`src/rtl/pwm_ctrl_pkg.sv`:
```
`default_nettype none
// ============================================================================
// Module      : pwm_ctrl_pkg
// Description : Shared types and the clamped duty-step helper for the PWM
//               duty controller.
// Revision    : 1.0 - initial release
// ============================================================================
package pwm_ctrl_pkg;

    localparam int c_duty_w_default = 11;

    typedef enum logic [1:0] {
        IDLE       = 2'd0,
        SOFT_START = 2'd1,
        REGULATE   = 2'd2,
        FAULT      = 2'd3
    } pwm_ctrl_state_t;

    // One-LSB step toward up/down that saturates at the window edge instead of wrapping.
    function automatic int unsigned duty_step(input int unsigned duty,
                                              input logic        up,
                                              input int unsigned dmin,
                                              input int unsigned dmax);
        if (up) begin
            return (duty >= dmax) ? dmax : duty + 1;
        end
        return (duty <= dmin) ? dmin : duty - 1;
    endfunction

endpackage : pwm_ctrl_pkg
`default_nettype wire

```
`src/rtl/pwm_duty_controller_if.sv`:
```
`default_nettype none
// ============================================================================
// Module      : pwm_duty_controller_if
// Description : Control/feedback bundle between the duty controller (slave)
//               and its supervisor plus PWM core (master).
// Revision    : 1.0 - initial release
// ============================================================================
interface pwm_duty_controller_if #(
    parameter int DUTY_W = 11
) ();

    logic              run;
    logic              fault_clr;
    logic              fb;
    logic [DUTY_W-1:0] duty;
    logic              en;
    logic              fault;
    logic              busy;

    modport master (
        output run, fault_clr, fb,
        input  duty, en, fault, busy
    );

    modport slave (
        input  run, fault_clr, fb,
        output duty, en, fault, busy
    );

endinterface : pwm_duty_controller_if
`default_nettype wire

```
`src/rtl/pwm_tick_divider.sv`:
```
`default_nettype none
// ============================================================================
// Module      : pwm_tick_divider
// Description : Free-running 0..DIV-1 counter with a one-cycle tick on the
//               terminal count; clr restarts the period from zero.
// Revision    : 1.0 - initial release
// ============================================================================
module pwm_tick_divider #(
    parameter int DIV = 4
) (
    input  wire logic clock,
    input  wire logic reset,
    input  wire logic clr,
    output logic      tick
);

    localparam int c_cnt_w = (DIV > 1) ? $clog2(DIV) : 1;

    logic [c_cnt_w-1:0] r_cnt;
    logic               w_tick;

    assign w_tick = (r_cnt == c_cnt_w'(DIV - 1));
    assign tick   = w_tick & ~clr;

    always_ff @(posedge clock) begin
        if (reset || clr || w_tick) begin
            r_cnt <= '0;
        end else begin
            r_cnt <= r_cnt + c_cnt_w'(1);
        end
    end

endmodule : pwm_tick_divider
`default_nettype wire

```
`src/rtl/pwm_duty_controller.sv`:
```
`default_nettype none
// ============================================================================
// Module      : pwm_duty_controller
// Description : Soft-start / closed-loop duty sequencer with saturation fault
//               latch. Soft-start ramp present only with PWM_CTRL_SOFT_START_EN.
// Revision    : 1.0 - initial release
// ============================================================================
module pwm_duty_controller
    import pwm_ctrl_pkg::*;
#(
    parameter int          DUTY_W     = c_duty_w_default,
    parameter int unsigned UPDATE_DIV = 15000,
    parameter int unsigned SS_DIV     = 60000,
    parameter int unsigned DUTY_MIN   = 0,
    parameter int unsigned DUTY_MAX   = 1900,
    parameter int unsigned FAULT_CNT  = 64
) (
    input  wire logic             clock,
    input  wire logic             reset,
    pwm_duty_controller_if.slave  bus
);

    localparam int          c_sat_w    = $clog2(FAULT_CNT + 1);
    localparam logic [DUTY_W-1:0] c_duty_max = DUTY_W'(DUTY_MAX);
    localparam logic [DUTY_W-1:0] c_duty_min = DUTY_W'(DUTY_MIN);

    if (DUTY_MIN > DUTY_MAX || DUTY_MAX >= (64'd1 << DUTY_W) ||
        UPDATE_DIV < 1 || SS_DIV < 1 || FAULT_CNT < 1) begin : g_param_check
        $error("pwm_duty_controller: inconsistent parameter set");
    end

    pwm_ctrl_state_t     r_state;
    logic [DUTY_W-1:0]   r_duty;
    logic                r_en;
    logic                r_fault;
    logic                r_busy;
    logic [c_sat_w-1:0]  r_sat_cnt;
    logic                r_fb_meta;
    logic                r_fb_s;

    logic                w_upd_tick;
    logic [DUTY_W-1:0]   w_duty_reg;
    logic                w_sat_hit;
    logic [c_sat_w-1:0]  w_sat_inc;
    logic                w_sat_last;

    always_ff @(posedge clock) begin
        if (reset) begin
            r_fb_meta <= 1'b0;
            r_fb_s    <= 1'b0;
        end else begin
            r_fb_meta <= bus.fb;
            r_fb_s    <= r_fb_meta;
        end
    end

    // Dividers are held clear outside their own state, so each period restarts on entry.
    pwm_tick_divider #(
        .DIV (int'(UPDATE_DIV))
    ) u_update_div (
        .clock (clock),
        .reset (reset),
        .clr   (r_state != REGULATE),
        .tick  (w_upd_tick)
    );

`ifdef PWM_CTRL_SOFT_START_EN
    logic              w_ss_tick;
    logic [DUTY_W-1:0] w_duty_ss;

    pwm_tick_divider #(
        .DIV (int'(SS_DIV))
    ) u_ss_div (
        .clock (clock),
        .reset (reset),
        .clr   (r_state != SOFT_START),
        .tick  (w_ss_tick)
    );

    assign w_duty_ss = DUTY_W'(duty_step(32'(r_duty), 1'b1, 32'd0, DUTY_MAX));
`endif

    assign w_duty_reg = DUTY_W'(duty_step(32'(r_duty), ~r_fb_s, DUTY_MIN, DUTY_MAX));
    assign w_sat_hit  = (r_duty == c_duty_max) && !r_fb_s;
    assign w_sat_inc  = r_sat_cnt + c_sat_w'(1);
    assign w_sat_last = (w_sat_inc == c_sat_w'(FAULT_CNT));

    always_ff @(posedge clock) begin
        if (reset) begin
            r_state   <= IDLE;
            r_duty    <= '0;
            r_en      <= 1'b0;
            r_fault   <= 1'b0;
            r_busy    <= 1'b0;
            r_sat_cnt <= '0;
        end else begin
            case (r_state)
                IDLE: begin
                    if (bus.run) begin
`ifdef PWM_CTRL_SOFT_START_EN
                        r_state <= SOFT_START;
                        r_duty  <= '0;
`else
                        r_state <= REGULATE;
                        r_duty  <= c_duty_min;
`endif
                        r_en      <= 1'b1;
                        r_busy    <= 1'b1;
                        r_sat_cnt <= '0;
                    end
                end

`ifdef PWM_CTRL_SOFT_START_EN
                SOFT_START: begin
                    if (!bus.run) begin
                        r_state <= IDLE;
                        r_duty  <= '0;
                        r_en    <= 1'b0;
                        r_busy  <= 1'b0;
                    end else if (w_ss_tick) begin
                        if (r_fb_s || r_duty == c_duty_max) begin
                            r_state <= REGULATE;
                        end else begin
                            r_duty <= w_duty_ss;
                        end
                    end
                end
`endif

                REGULATE: begin
                    // A terminal saturated tick takes priority over a simultaneous stop request.
                    if (w_upd_tick && w_sat_hit && w_sat_last) begin
                        r_state   <= FAULT;
                        r_duty    <= '0;
                        r_en      <= 1'b0;
                        r_fault   <= 1'b1;
                        r_busy    <= 1'b0;
                        r_sat_cnt <= '0;
                    end else if (!bus.run) begin
                        r_state   <= IDLE;
                        r_duty    <= '0;
                        r_en      <= 1'b0;
                        r_busy    <= 1'b0;
                        r_sat_cnt <= '0;
                    end else if (w_upd_tick) begin
                        r_duty    <= w_duty_reg;
                        r_sat_cnt <= w_sat_hit ? w_sat_inc : '0;
                    end
                end

                FAULT: begin
                    if (bus.fault_clr && !bus.run) begin
                        r_state <= IDLE;
                        r_fault <= 1'b0;
                    end
                end

                default: begin
                    r_state   <= IDLE;
                    r_duty    <= '0;
                    r_en      <= 1'b0;
                    r_fault   <= 1'b0;
                    r_busy    <= 1'b0;
                    r_sat_cnt <= '0;
                end
            endcase
        end
    end

    assign bus.duty  = r_duty;
    assign bus.en    = r_en;
    assign bus.fault = r_fault;
    assign bus.busy  = r_busy;

endmodule : pwm_duty_controller
`default_nettype wire

```
`src/flat_wrapper.sv`:
```
// flat-port wrapper written by rule: the top's interface ports become plain ports
module pwm_duty_controller_flat import pwm_ctrl_pkg::*;
#(
    parameter int          DUTY_W     = c_duty_w_default,
    parameter int unsigned UPDATE_DIV = 15000,
    parameter int unsigned SS_DIV     = 60000,
    parameter int unsigned DUTY_MIN   = 0,
    parameter int unsigned DUTY_MAX   = 1900,
    parameter int unsigned FAULT_CNT  = 64
)
  (clock, reset, bus_run, bus_fault_clr, bus_fb, bus_duty, bus_en, bus_fault, bus_busy);
  pwm_duty_controller_if #(.DUTY_W(DUTY_W)) bus_i ();
  input  wire logic clock;
  input  wire logic reset;
  input wire logic [$bits(bus_i.run)-1:0] bus_run;
  input wire logic [$bits(bus_i.fault_clr)-1:0] bus_fault_clr;
  input wire logic [$bits(bus_i.fb)-1:0] bus_fb;
  output wire logic [$bits(bus_i.duty)-1:0] bus_duty;
  output wire logic [$bits(bus_i.en)-1:0] bus_en;
  output wire logic [$bits(bus_i.fault)-1:0] bus_fault;
  output wire logic [$bits(bus_i.busy)-1:0] bus_busy;
  assign bus_i.run = bus_run;
  assign bus_i.fault_clr = bus_fault_clr;
  assign bus_i.fb = bus_fb;
  assign bus_duty = bus_i.duty;
  assign bus_en = bus_i.en;
  assign bus_fault = bus_i.fault;
  assign bus_busy = bus_i.busy;
  pwm_duty_controller #(.DUTY_W(DUTY_W), .UPDATE_DIV(UPDATE_DIV), .SS_DIV(SS_DIV), .DUTY_MIN(DUTY_MIN), .DUTY_MAX(DUTY_MAX), .FAULT_CNT(FAULT_CNT)) u_core (.clock(clock), .reset(reset), .bus(bus_i));
endmodule
```
`config.mk`:
```
export PLATFORM = sky130hd
export DESIGN_NAME = pwm_duty_controller_flat
export DESIGN_NICKNAME = d
export VERILOG_FILES = /design/src/rtl/pwm_ctrl_pkg.sv /design/src/rtl/pwm_duty_controller_if.sv /design/src/rtl/pwm_tick_divider.sv /design/src/rtl/pwm_duty_controller.sv /design/src/flat_wrapper.sv
export SDC_FILE = /design/constraint.sdc
export NUM_CORES = 1
export LEC_CHECK = 0
export ABC_AREA = 1
export CAP_MARGIN = 5
export CORE_ASPECT_RATIO = 0.8
export CORE_MARGIN = 2
export CORE_UTILIZATION = 53
export DETAILED_ROUTE_END_ITERATION = 12
export HOLD_SLACK_MARGIN = 0.05
export PLACE_DENSITY = 0.76
export SYNTH_ARGS = -nofsm -noshare
export SYNTH_HDL_FRONTEND = slang
export SYNTH_SLANG_ARGS = --single-unit
```
`constraint.sdc`:
```
create_clock -name clock -period 1.8 [get_ports clock]
set_input_delay 0.45 -clock clock [delete_from_list [all_inputs] [get_ports clock]]
set_output_delay 0.45 -clock clock [all_outputs]
set_load 0.005 [all_outputs]
```
Word-level counts from Yosys, hierarchy flattened
Index checks and enable logic that the tools add are counted.
{"block": "totals", "inputBits": 5, "output_inout_bits": 14, "regBits": 38}
{"block": "op_classes", "eq_ne": 11, "n_lt_le_gt_ge": 2, "mux": 26, "addsub": 4, "reduce_logical": 13, "n_bitwise": 4}
{"operator": "11-bit two-way mux", "count": 7}
{"operator": "7-bit two-way mux", "count": 5}
{"operator": "11-bit one-hot mux with 3 select lines", "count": 1}
{"operator": "7-bit one-hot mux with 3 select lines", "count": 1}
{"operator": "14-bit by 1-bit adder with 14-bit output (second input constant)", "count": 1}
{"operator": "14-bit equality test (second input constant)", "count": 1}
{"operator": "3-bit AND reduction", "count": 4}
{"operator": "11-bit by 1-bit adder with 11-bit output (second input constant)", "count": 1}
{"operator": "11-bit equality test (second input constant)", "count": 1}
{"operator": "11-bit greater-or-equal comparator (second input constant)", "count": 1}
{"operator": "11-bit by 1-bit <= comparator with 1-bit output (second input constant)", "count": 1}
{"operator": "11-bit by 1-bit subtractor with 11-bit output (second input constant)", "count": 1}
{"operator": "2-bit two-way mux", "count": 4}
{"operator": "7-bit by 1-bit adder with 7-bit output (second input constant)", "count": 1}
{"operator": "7-bit equality test (second input constant)", "count": 1}
{"operator": "1-bit one-hot mux with 3 select lines", "count": 2}
{"operator": "2-bit one-hot mux with 3 select lines", "count": 1}
{"operator": "1-bit two-way mux", "count": 5}
{"operator": "2-bit equality test (second input constant)", "count": 2}
{"operator": "1-bit logical AND", "count": 4}
{"operator": "2-bit by 1-bit != test with 1-bit output (second input constant)", "count": 2}
{"operator": "2-bit != test (second input constant)", "count": 2}
{"operator": "4-bit by 2-bit != test with 1-bit output (second input constant)", "count": 1}
{"operator": "3-bit by 2-bit != test with 1-bit output (second input constant)", "count": 1}
{"operator": "other kinds (5)", "count": 9}

Longest topological paths before layout
{"block": "depth", "word_depth": 7, "ltp_mapped": 15}

Hierarchy
Synthesis repeated with hierarchy kept, for this count alone.
{"block": "unflattened", "cells_unflattened": 439, "hier_area_um2": 2737.6}
{"mod": "pwm_duty_controller", "area_per_inst_um2": 1975.6, "n_inst": 1, "cells_each": 319}
{"mod": "pwm_tick_divider", "area_per_inst_um2": 762.0, "n_inst": 1, "cells_each": 120}

Worst setup path before layout
Ideal clock, no wire load.
{"block": "synth_path", "kind": "flip-flop to flip-flop", "startpoint": "register u_core.r_duty[0] (netlist: u_core.bus.duty[0])", "endpoint": "register u_core.r_duty[2] (netlist: u_core.bus.duty[2])", "path_stages_with_launch": 13, "arrival_ps": 1633, "path_slack_ps": 35, "setup_time_ps": 132, "cell_sequence": "dfxtp_1 -> inv_1 -> ha_1 -> inv_1 -> nor2_2 -> nand4_4 -> nor2_4 -> nand3_4 -> nand2_8 -> nand2_8 -> buf_6 -> nand3_1 -> a21oi_1"}
{"block": "synth_between", "elab_chain_len": 7, "word_cells_on_any_way": 17, "cone_classes": "add/sub: 2; order compare: 2; eq/ne: 2; mux: 7; reduce/logical: 4"}
{"item": "start, declared", "line_no": "pwm_duty_controller.sv:33", "rtl": "logic [DUTY_W-1:0] r_duty;"}
{"item": "start signal, assigned", "line_no": "pwm_duty_controller.sv:105", "rtl": "r_duty <= c_duty_min;"}
{"item": "start signal, assigned", "line_no": "pwm_duty_controller.sv:146", "rtl": "r_duty <= w_duty_reg;"}
{"item": "11-bit by 1-bit adder with 11-bit output (tied with other cells)", "line_no": "pwm_ctrl_pkg.sv:25", "rtl": "return (duty >= dmax) ? dmax : duty + 1;"}
{"item": "11-bit two-way mux (on tied branches)", "line_no": "pwm_ctrl_pkg.sv:25, pwm_ctrl_pkg.sv:27"}
{"item": "11-bit two-way mux", "line_no": "pwm_ctrl_pkg.sv:27", "rtl": "return (duty <= dmin) ? dmin : duty - 1;"}
{"item": "11-bit two-way mux", "line_no": "pwm_duty_controller.sv:145", "rtl": "end else if (w_upd_tick) begin"}
{"item": "11-bit two-way mux", "line_no": "pwm_duty_controller.sv:139", "rtl": "end else if (!bus.run) begin"}
{"item": "11-bit two-way mux", "line_no": "pwm_duty_controller.sv:132", "rtl": "if (w_upd_tick && w_sat_hit && w_sat_last) begin"}
{"item": "11-bit one-hot mux with 3 select lines", "line_no": "pwm_duty_controller.sv:97", "rtl": "case (r_state)"}
Parallel ways exist; a longest one is shown, timed or not. The select of a mux whose other input is x is not followed.
A chain may end at the register's enable or synchronous reset.

Worst setup path in the final report
{"block": "layout_path", "startpoint": "register u_core.r_duty[3] (netlist: u_core.bus.duty[3])", "endpoint": "register u_core.r_sat_cnt[3]"}
{"block": "layout_between", "elab_chain_len": 7, "word_cells_on_any_way": 11, "cone_classes": "eq/ne: 2; mux: 5; reduce/logical: 4"}
{"item": "11-bit equality test *", "line_no": "pwm_duty_controller.sv:84", "rtl": "assign w_sat_hit = (r_duty == c_duty_max) && !r_fb_s;"}
{"item": "1-bit logical AND *", "line_no": "pwm_duty_controller.sv:84"}
{"item": "7-bit two-way mux", "line_no": "pwm_duty_controller.sv:147", "rtl": "r_sat_cnt <= w_sat_hit ? w_sat_inc : '0;"}
{"item": "7-bit two-way mux", "line_no": "pwm_duty_controller.sv:145"}
{"item": "7-bit two-way mux", "line_no": "pwm_duty_controller.sv:139"}
{"item": "7-bit two-way mux", "line_no": "pwm_duty_controller.sv:132"}
{"item": "7-bit one-hot mux with 3 select lines", "line_no": "pwm_duty_controller.sv:97"}
{"item": "end signal, assigned", "line_no": "pwm_duty_controller.sv:147"}
{"item": "end, declared", "line_no": "pwm_duty_controller.sv:37", "rtl": "logic [c_sat_w-1:0] r_sat_cnt;"}
Mark *: on every way between the ends. The rest lies on a longest branch, timed or not. The select of a mux whose other input is x is not followed.

==> impl_metrics.tcl <==
set metrics [dict create \
    seq_area_frac_synth_pct 29.3 \
    placed_cells 532 \
    cts.clk_slew.worst_paths_ns 0.08 \
    period_share_pct 100 \
    final_max_slew_viol_count 0 \
    cts_tree "built" \
    clk_path_buf_depth 2 \
    grt_pass1_wl_um 11800 \
    rows 22 \
    syn_inst 415 \
    rsz0062_at_grt "yes" \
    die_h_um 66.6 \
    powerDensity_mw_per_mm2 562 \
    drc 0 \
    final_cell_mix "nand2_1 (77), nor2_1 (67), inv_1 (54)" \
    synth_edf_count 0 \
    diodes 0 \
    overflow 0 \
    worstPathRequired_ns 2.00 \
    dpl.hpwl_um 5300 \
    vdd.ir_drop.worst_uv 466 \
    synth_compound_area_share_pct 8.78 \
    grt_max_degree 14 \
    syn2layout_area_growth_pct 35.5 \
    crit_type "reg2reg" \
    cts-root-buf "clkbuf_8" \
    core_mm2 0.00465 \
    synth_async_sr_flop_share_pct 0 \
    whs_ns 0.448 \
    critPathMaxFanout 5 \
    status "finished, violations left" \
    routed-via-count 2923 \
    critPathArrivalTime_ns 2.00 \
    fin_util_pct 75.6 \
    grt.total_usage_pct 28.1 \
    final_common_cell "nand2_1" \
    worst_skew_pair.late_latency_ns 0.30 \
    dieArea_mm2 0.00548 \
    synth.distinct_cells 32 \
    power_leakage_nw 1.54 \
    ys_ff_latch 38 \
    htreeDepth 2 \
    routed_wl_um 7370 \
    cp-start-kind "flip-flop" \
    hold_viol 0 \
    setup_ws_ns -0.00798 \
    drive_above_1_share_pct 26.6 \
    antenna_found_initial 0 \
    synth_top_family_by_area "simple AND/OR/NAND/NOR gates" \
    power_mw 1.98 \
    wire_per_inst_um 13.4 \
    ant_nets 0 \
    synthAdderAreaFrac_pct 2.41 \
    cp-end-kind "flip-flop" \
    muxShareOfSynthArea_pct 0 \
    violations "negative setup slack" \
    ys.flop_type "dfxtp_1" \
    hold_class "reg2reg" \
    layout.nets 498 \
    setup_viol 1 \
    fin_worst_skew_ns 0.00724 \
    post-route-min-period_ns 1.81 \
    first_global_vias 2675 \
    synth_area_per_cell_um2 6.25 \
    synthSimpleGateAreaFrac_pct 46.5 \
    avgViaCountPerCell 5.32 \
    synth_nets 425 \
    initial_core_util_pct 55.8 \
    cts.sinks 38 \
    final_cells 549 \
    max_freq_ghz 0.553 \
    ioPinCount 19 \
    drt_iter0_drc 282 \
    synth_xor_area_share_pct 1.69 \
    tightestPinTransition_ns 0.374 \
    slew_headroom_pct 75.0 \
    gp_congestion 0.915 \
    place_ws_ns -0.168 \
    yosysWarnings 0 \
    cts_buffers 5 \
    dr.pass1.iters 6 \
    port_buffers 18 \
    netlist_area_mm2 0.00259 \
    cap_violations 0 \
    die_w_um 82.2 \
]
[cell families (layout without fill, tap and decap cells)]
family / after synthesis / after routing
flops: 38 / 38
compound gates: 44 / 44
simple gates: 250 / 250
fa+ha+maj: 5 / 5
buf+inv: 73 / 147
xor+xnor: 5 / 5
[worst max-delay path, cell delays in order, from the launching register on]
cell	delay, ns
dfxtp_1	0.45
nand2_2	0.16
nor2_4	0.17
nand4_4	0.15
nor2_4	0.15
nand3_4	0.13
buf_4	0.17
nand3b_1	0.13
nor2_1	0.05
nor2_1	0.10
nor2_1	0.05
[layer usage]
layer	global-route usage, %	vias to the layer above	share of wire (%)
li1	-	1469	-
met1	36.4	1350	47
met2	46.7	93	47
met3	5.56	11	5.3
met4	8.75	0	1.2
met5	0	-	0
[area by class of cell]
| type | instances | area, um2 |
|---|---|---|
| tap | 60 | 75.1 |
| inverter | 66 | 253 |
| fill | 365 | 1140 |
| clock inverter | 3 | 21.3 |
| timing repair buffer | 73 | 618 |
| sequential | 38 | 781 |
| multi-input combinational | 304 | 1700 |
| clock buffer | 5 | 68.8 |
[power breakdown]
part | internal (mW) | total [mW] | switching (mW) | leakage [nW]
Sequential | 0.868 | 0.896 | 0.0288 | 0.314
Clock | 0.272 | 0.606 | 0.333 | 0.0441
Combinational | 0.212 | 0.475 | 0.263 | 1.18
Total | 1.35 | 1.98 | 0.625 | 1.54
[per-stage QoR]
stage,instance area [um2],TNS (ns)
final,3520,-0.00798
after floorplan,2590,0
after global routing,3520,-1.73
after detailed placement,3170,-2.24
after CTS,3310,-0.0739
after global placement,3170,-1.73
[synth_stat cells (3+ instances only)]
master / instances / area [um2]
inv_2: 8 / 30.0
nand3_2: 3 / 30.0
nor2_1: 75 / 282
inv_1: 55 / 206
ha_1: 5 / 62.6
nand4_1: 11 / 68.8
xor2_1: 4 / 35.0
o21ai_0: 17 / 85.1
nand2_2: 4 / 25.0
nor2_2: 4 / 25.0
nand3_1: 46 / 230
nor2_4: 5 / 56.3
nand2_1: 80 / 300
nor3_1: 12 / 60.1
a21oi_1: 22 / 110
dfxtp_1: 38 / 761
clkinv_1: 3 / 11.3
[sequential cells by signal, summed over array words and instances (netlist names)]
register	count
u_core.r_state	2
u_core.r_sat_cnt	7
u_core.bus.duty	11
u_core.bus.en	1
u_core.u_update_div.r_cnt	14
u_core.bus.fault	1
u_core.r_fb_meta	1
u_core.r_fb_s	1
[timing repair]
item                                    4_1_cts  5_1_grt
pin swaps                                     5       23
setup buffers                                 2        7
hold buffers                                  0        0
endpoints found under the setup margin       22       29
gates resized for setup                      13       42
[worst paths after layout]
kind	end	slack (ns)	from	depth (start not counted)
min reg2reg	u_core.r_fb_s	0.45	u_core.r_fb_meta	2
max reg2reg	u_core.r_sat_cnt[3]	-0.008	u_core.bus.duty[3]	10
max	u_core.r_sat_cnt[3]	-0.008	u_core.bus.duty[3]	10
min	u_core.r_fb_s	0.45	u_core.r_fb_meta	2
Power figures use the tool's default switching activity.
